File: config.mk
export PLATFORM = sky130hd
export DESIGN_NAME = instruction_memory
export DESIGN_NICKNAME = d
export VERILOG_FILES = /design/src/rtl/inst_mem_pkg.sv /design/src/rtl/inst_mem_loader.sv /design/src/rtl/instruction_memory.sv
export SDC_FILE = /design/constraint.sdc
export NUM_CORES = 2
export LEC_CHECK = 0
export BUFFER_PORTS_ARGS = -buffer_cell sky130_fd_sc_hd__clkbuf_2
export CELL_PAD_IN_SITES_DETAIL_PLACEMENT = 0
export CELL_PAD_IN_SITES_GLOBAL_PLACEMENT = 1
export CORE_UTILIZATION = 40
export CTS_CLUSTER_SIZE = 20
export DETAILED_ROUTE_END_ITERATION = 12
export GPL_TIMING_DRIVEN = 1
export HOLD_SLACK_MARGIN = 0.05
export PLACE_DENSITY = 0.62
export SLEW_MARGIN = 20
export SYNTH_ARGS = -nofsm -noshare
export SYNTH_HDL_FRONTEND = slang
export SYNTH_SLANG_ARGS = --single-unit
File: constraint.sdc
create_clock -name clk -period 2.3 [get_ports clk]
set_input_delay 0.115 -clock clk [delete_from_list [all_inputs] [get_ports clk]]
set_output_delay 0.115 -clock clk [all_outputs]
set_load 0.01 [all_outputs]
File: src/rtl/inst_mem_pkg.sv
// -----------------------------------------------------------------------------
// inst_mem_pkg
// Shared definitions for the instruction memory and the fetch stage that
// consumes its output.
//   INSTR_W   : instruction width in bits
//   NOP_WORD  : word returned for unmapped reads and loaded on reset
//   instr_t   : one instruction word
//   in_range(): word-index range check over the full 32-bit index
// -----------------------------------------------------------------------------
package inst_mem_pkg;

  localparam int unsigned INSTR_W = 32;

  typedef logic [INSTR_W-1:0] instr_t;

  localparam instr_t NOP_WORD = 32'h0000_0000;

  // All 32 index bits take part in the compare so upper bits never alias
  // onto a valid word.
  function automatic logic in_range(input logic [31:0] idx,
                                    input int unsigned depth);
    return (idx < 32'(depth));
  endfunction

endpackage : inst_mem_pkg

File: src/rtl/inst_mem_loader.sv
// -----------------------------------------------------------------------------
// inst_mem_loader
// Write-accept logic for the program-load port of instruction_memory.
// Decides whether a load request targets a mapped word, presents the
// resulting array write, and counts accepted writes (saturating).
//
// Ports:
//   clk, rst_n   : clock (rising edge) and async active-low reset
//   prog_we      : load request, sampled on clk rising edge
//   prog_addr    : requested word index (full 32 bits checked)
//   prog_wdata   : instruction word to store
//   wr_en        : array write strobe for this cycle (in-range request)
//   wr_idx       : decoded word index for the array write
//   wr_data      : word to write
//   load_count   : accepted writes since reset, saturates at 16'hFFFF
// -----------------------------------------------------------------------------
module inst_mem_loader
  import inst_mem_pkg::*;
#(
  parameter int unsigned DEPTH = 64,
  parameter int unsigned AW    = $clog2(DEPTH)
) (
  input  logic          clk,
  input  logic          rst_n,
  input  logic          prog_we,
  input  logic [31:0]   prog_addr,
  input  instr_t        prog_wdata,
  output logic          wr_en,
  output logic [AW-1:0] wr_idx,
  output instr_t        wr_data,
  output logic [15:0]   load_count
);

  logic [15:0] load_count_q;
  logic [15:0] load_count_d;

  // Out-of-range requests are dropped entirely: no array write, no count.
  assign wr_en   = prog_we && in_range(prog_addr, DEPTH);
  assign wr_idx  = prog_addr[AW-1:0];
  assign wr_data = prog_wdata;

  // NOTE: every output of an always_comb gets a default first, so no path
  // leaves it unassigned and no latch is inferred.
  always_comb begin
    load_count_d = load_count_q;
    if (wr_en && (load_count_q != 16'hFFFF)) begin
      load_count_d = load_count_q + 16'd1;
    end
  end

  // NOTE: state registers use non-blocking assignments so every flop samples
  // its pre-edge inputs regardless of process evaluation order.
  always_ff @(posedge clk or negedge rst_n) begin
    if (!rst_n) begin
      load_count_q <= 16'd0;
    end else begin
      load_count_q <= load_count_d;
    end
  end

  assign load_count = load_count_q;

endmodule : inst_mem_loader

File: src/rtl/instruction_memory.sv
// -----------------------------------------------------------------------------
// instruction_memory
// Word-organised instruction memory for the fetch stage. The address is the
// word index; reads are combinational, program loads are clocked.
//
// Build option: define INST_MEM_PRELOAD_EN to add parameter INIT_FILE and the
// preload image INIT_IMAGE, load the array from INIT_IMAGE at time zero, and
// keep the array contents across reset (reset then clears only load_count).
//
// Ports:
//   clk, rst_n : clock (rising edge) and async active-low reset
//   address    : word index to fetch
//   read_data  : instruction at address, NOP_WORD when unmapped
//   addr_err   : address >= DEPTH
//   prog_we    : program-load write enable
//   prog_addr  : word index to write
//   prog_wdata : instruction to write
//   load_count : accepted program writes since reset, saturating
// -----------------------------------------------------------------------------
module instruction_memory
  import inst_mem_pkg::*;
#(
  parameter int unsigned DEPTH    = 64,
  parameter int unsigned AW       = $clog2(DEPTH),
  parameter instr_t      NOP_WORD = inst_mem_pkg::NOP_WORD
`ifdef INST_MEM_PRELOAD_EN
  ,
  parameter string       INIT_FILE = "program.hex",
  parameter instr_t      INIT_IMAGE [DEPTH] = '{default: NOP_WORD}
`endif
) (
  input  logic        clk,
  input  logic        rst_n,
  input  logic [31:0] address,
  output instr_t      read_data,
  output logic        addr_err,
  input  logic        prog_we,
  input  logic [31:0] prog_addr,
  input  instr_t      prog_wdata,
  output logic [15:0] load_count
);

  instr_t          mem_q [DEPTH];

  logic            wr_en;
  logic [AW-1:0]   wr_idx;
  instr_t          wr_data;

  inst_mem_loader #(
    .DEPTH (DEPTH),
    .AW    (AW)
  ) u_loader (
    .clk        (clk),
    .rst_n      (rst_n),
    .prog_we    (prog_we),
    .prog_addr  (prog_addr),
    .prog_wdata (prog_wdata),
    .wr_en      (wr_en),
    .wr_idx     (wr_idx),
    .wr_data    (wr_data),
    .load_count (load_count)
  );

`ifdef INST_MEM_PRELOAD_EN
  // Preloaded program must survive reset, so the array has no reset branch.
  initial begin
    for (int i = 0; i < int'(DEPTH); i++) begin
      mem_q[i] = INIT_IMAGE[i];
    end
  end

  always_ff @(posedge clk) begin
    if (rst_n && wr_en) begin
      mem_q[wr_idx] <= wr_data;
    end
  end
`else
  // NOTE: the array is deliberately reset word by word because software must
  // see NOP_WORD at every address after reset; this turns the storage into
  // flops rather than a RAM macro, acceptable at these depths.
  always_ff @(posedge clk or negedge rst_n) begin
    if (!rst_n) begin
      for (int i = 0; i < int'(DEPTH); i++) begin
        mem_q[i] <= NOP_WORD;
      end
    end else if (wr_en) begin
      mem_q[wr_idx] <= wr_data;
    end
  end
`endif

  // Combinational read: no bypass, so a same-word write shows up only after
  // the clock edge that commits it.
  always_comb begin
    addr_err  = !in_range(address, DEPTH);
    read_data = NOP_WORD;
    if (!addr_err) begin
      read_data = mem_q[address[AW-1:0]];
    end
  end

endmodule : instruction_memory

==> summary.txt <==
Initial antenna violation count -> 16
Final Setup Violations -> 32
Final setup margin -> -0.9486 ns
Pwr dens -> 681.2 mW/mm^2
F_max -> 0.3078 GHz
Largest net degree at the start of global routing -> 123
Die area -> 0.2405 mm^2
Layout cells sized above 1 -> 56.53%
Register-to-Register Path Depth -> 6
DR vias -> 56,940
Worst EP required -> 2.18 ns
Min cycle time layout -> 3.249 ns
Tot Pwr -> 78,080 uW
DP HPWL -> 192.1 mm
Synth Cell Area -> 0.09543 mm^2
Routed vias/inst -> 5.672
Leakage power total -> 0.05515 uW
Mapped Nets -> 6,314
Final Util -> 48.50%
Routability Congestion -> 0.8112
Data arrival, critical path -> 3.13 ns
CP Launch Type -> flop
GRT Total Usage -> 24.55%
Nets -> 6,792
Max-slew violations -> 0
Post-synth EDFFs -> 0
Clock transition at path regs -> 0.06 ns
Post-synthesis mux area share -> 36.68%
Port-buffer cells -> 147
WL/cell -> 29.22 um
Worst vdd ir -> 0.8751 mV
Period utilisation layout -> 141.2%
First-pass GRT wire length -> 434.5 mm
DIE WIDTH -> 490.4 um
Placed cells -> 9,613
Max incr delay on CP -> 0.52 ns
Cell taking the most area after synthesis -> dfrtp_1
Core Area -> 0.2363 mm^2
Mapped Cells -> 6,214
Final hold vios -> 0
Delay-heaviest family, CP -> multiplexers
Slew Limit Headroom -> 33.44%
Io pins -> 148
Failing checks -> negative setup slack
Clk_lat worst skew -> 0.87 ns
Primary FF master, synth -> dfrtp_1
Crit path max fanout -> 2
Ys Warns -> 0
TritonCTS clock tree -> done
Cell chosen for the clock root -> clkbuf_16
Adder-cell area share of the yosys netlist -> 0.01311%
Largest family of logic cells by synthesized area -> multiplexers
Hold Path Class -> input pin to asynchronous set/reset pin
Slowest stage cell, crit path -> mux4_2
Post-route ant nets -> 0
Post-synth top area share -> 54.12%
Area contributors post-synth -> dfrtp_1 (54%), mux2_2 (23%), mux4_2 (9.0%)
Clock buffer depth -> 3
Number of global-route vias before repair -> 61,000
CP Buf/Inv Count -> 1
Reg-to-reg endpoint -> u_loader.load_count[11]
Async S/R FF share, synth -> 100.0%
Initial Utilization -> 40.39%
FP Rows -> 178
Crit Path Category -> flop to output port
CTS Buf Count -> 220
Xor/xnor cell area share of the yosys netlist -> 0.1377%
Synth Register Bits -> 2,064
Final Skew -> 0.007463 ns
Register-to-register setup slack -> 0.38 ns
Crit end category -> output port
Tightest Pin Transition -> 0.9984 ns
Cells along the critical path -> mux4_2, mux4_2, and3_4, or4_4, clkbuf_2
CP most frequent cell -> mux4_2
Iteration-0 DRC Markers -> 3,832
Synth Area in Simple Gates -> 2.270%
Most common cell after layout, fill and taps aside -> dfrtp_1
RR Startpoint -> u_loader.load_count[2]
Grt ovf -> 0
Max-cap violations -> 0
Commonest non-fill, non-tap cells in the layout -> dfrtp_1 (2,064), mux2_2 (1,975), buf_4 (495)
Outcome -> finished with violations
Layout Area Growth over Synthesis -> 20.10%
Share of the yosys chip area belonging to registers -> 54.12%
Die Y -> 490.4 um
RSZ-0062 raised after global routing -> yes
Drt drc -> 0
Synth Area in Compound Gates -> 3.071%
Synth unique cells -> 71
CTS Sinks -> 2,064
Routed WL -> 293.3 mm
Syn Area/Cell -> 15.36 um^2
DRT Pass-1 Iters -> 5
H-tree levels -> 4
Final Non-Filler Cells -> 10,040
[cell type report]
cell class	instances	area, um^2
antenna	10	25.02
fill	20200	121700
timing repair buffer	899	9348
sequential	2064	51650
inverter	5	26.28
clock inverter	73	837.1
clock buffer	336	6679
multi-input combinational	3502	42110
tap	3150	3941
[logic make-up (layout without fill, tap and decap cells)]
group                      count (synthesis)  in the layout
AOI/OAI and AO/OA                        371            371
and+or+nand+nor                          358            358
other                                      0             10
buffers and inverters                    648           1313
DFF                                     2064           2064
muxes                                   2757           2757
adders and majority gates                  1              1
xor gates and xnor gates                  15             15
[worst max path at each step]
stage,startpoint,end,slack [ns],depth (start not counted)
after global routing,mem_q[1326],read_data[14],-1.01,5
after global placement,address[0],read_data[25],-0.80,9
after floorplan,mem_q[1166],read_data[14],0.22,4
after CTS,mem_q[1422],read_data[14],-1.0,5
after detailed placement,address[0],read_data[25],-0.77,9
final,mem_q[1422],read_data[14],-0.95,5
[repair_timing]
item / 4_1_cts / 5_1_grt
endpoints found under the setup margin: 32 / 32
setup buffers: 2 / 3
resized for setup: 247 / 68
gates cloned: 0 / 0
hold endpoints to repair: 3508 / 0
hold buffers: 33 / 0
pin swaps: 90 / 34
[stage by stage]
stage	setup slack (ns)	area [um^2]	setup TNS [ns]	hold slack, ns
after floorplan	0.2204	95430	0	-0.1806
after global placement	-0.8036	105400	-17.31	0.1019
after detailed placement	-0.7703	105400	-22.53	0.1005
after CTS	-0.9993	114200	-20.10	0.07520
after global routing	-1.012	114600	-20.26	0.09765
final	-0.9486	114600	-17.68	0.1017
[state kept, by name (all words and copies together) (netlist names)]
| signal | count |
|---|---|
| u_loader.load_count | 16 |
| mem_q | 2048 |
[cell usage after synthesis, types with 32 or more instances]
cell,n
o21ai_0,40
nor3_1,34
mux2_2,1975
a211oi_1,34
mux2_1,77
a221oi_1,139
buf_4,135
mux2i_1,319
nand2_1,74
nand3_1,42
dfrtp_1,2064
nor2_1,59
buf_1,38
buf_2,130
a21oi_1,32
mux4_2,382
clkbuf_1,293
[where the power goes]
group	internal [uW]	total, uW	switching [uW]
clock network	21700	36900	15200
registers	36300	36300	0.000185
logic	1640	4910	3270
[tightest hold or removal path, stage by stage]
cell	delay, ns
dlygate4sd3_1	0.58
buf_12	0.33
buf_12	0.31
[metal layers]
metal	wire length (um)	share of wire, %	up-vias	track usage (%)
met3	14270	4.9	415	4.395
met5	24	0.0082	-	0
li1	-	-	24170	-
met1	130700	45	31160	33.87
met4	8066	2.7	4	6.958
met2	140300	48	1201	39.61
No activity file was read; power rests on OpenSTA's default activity.
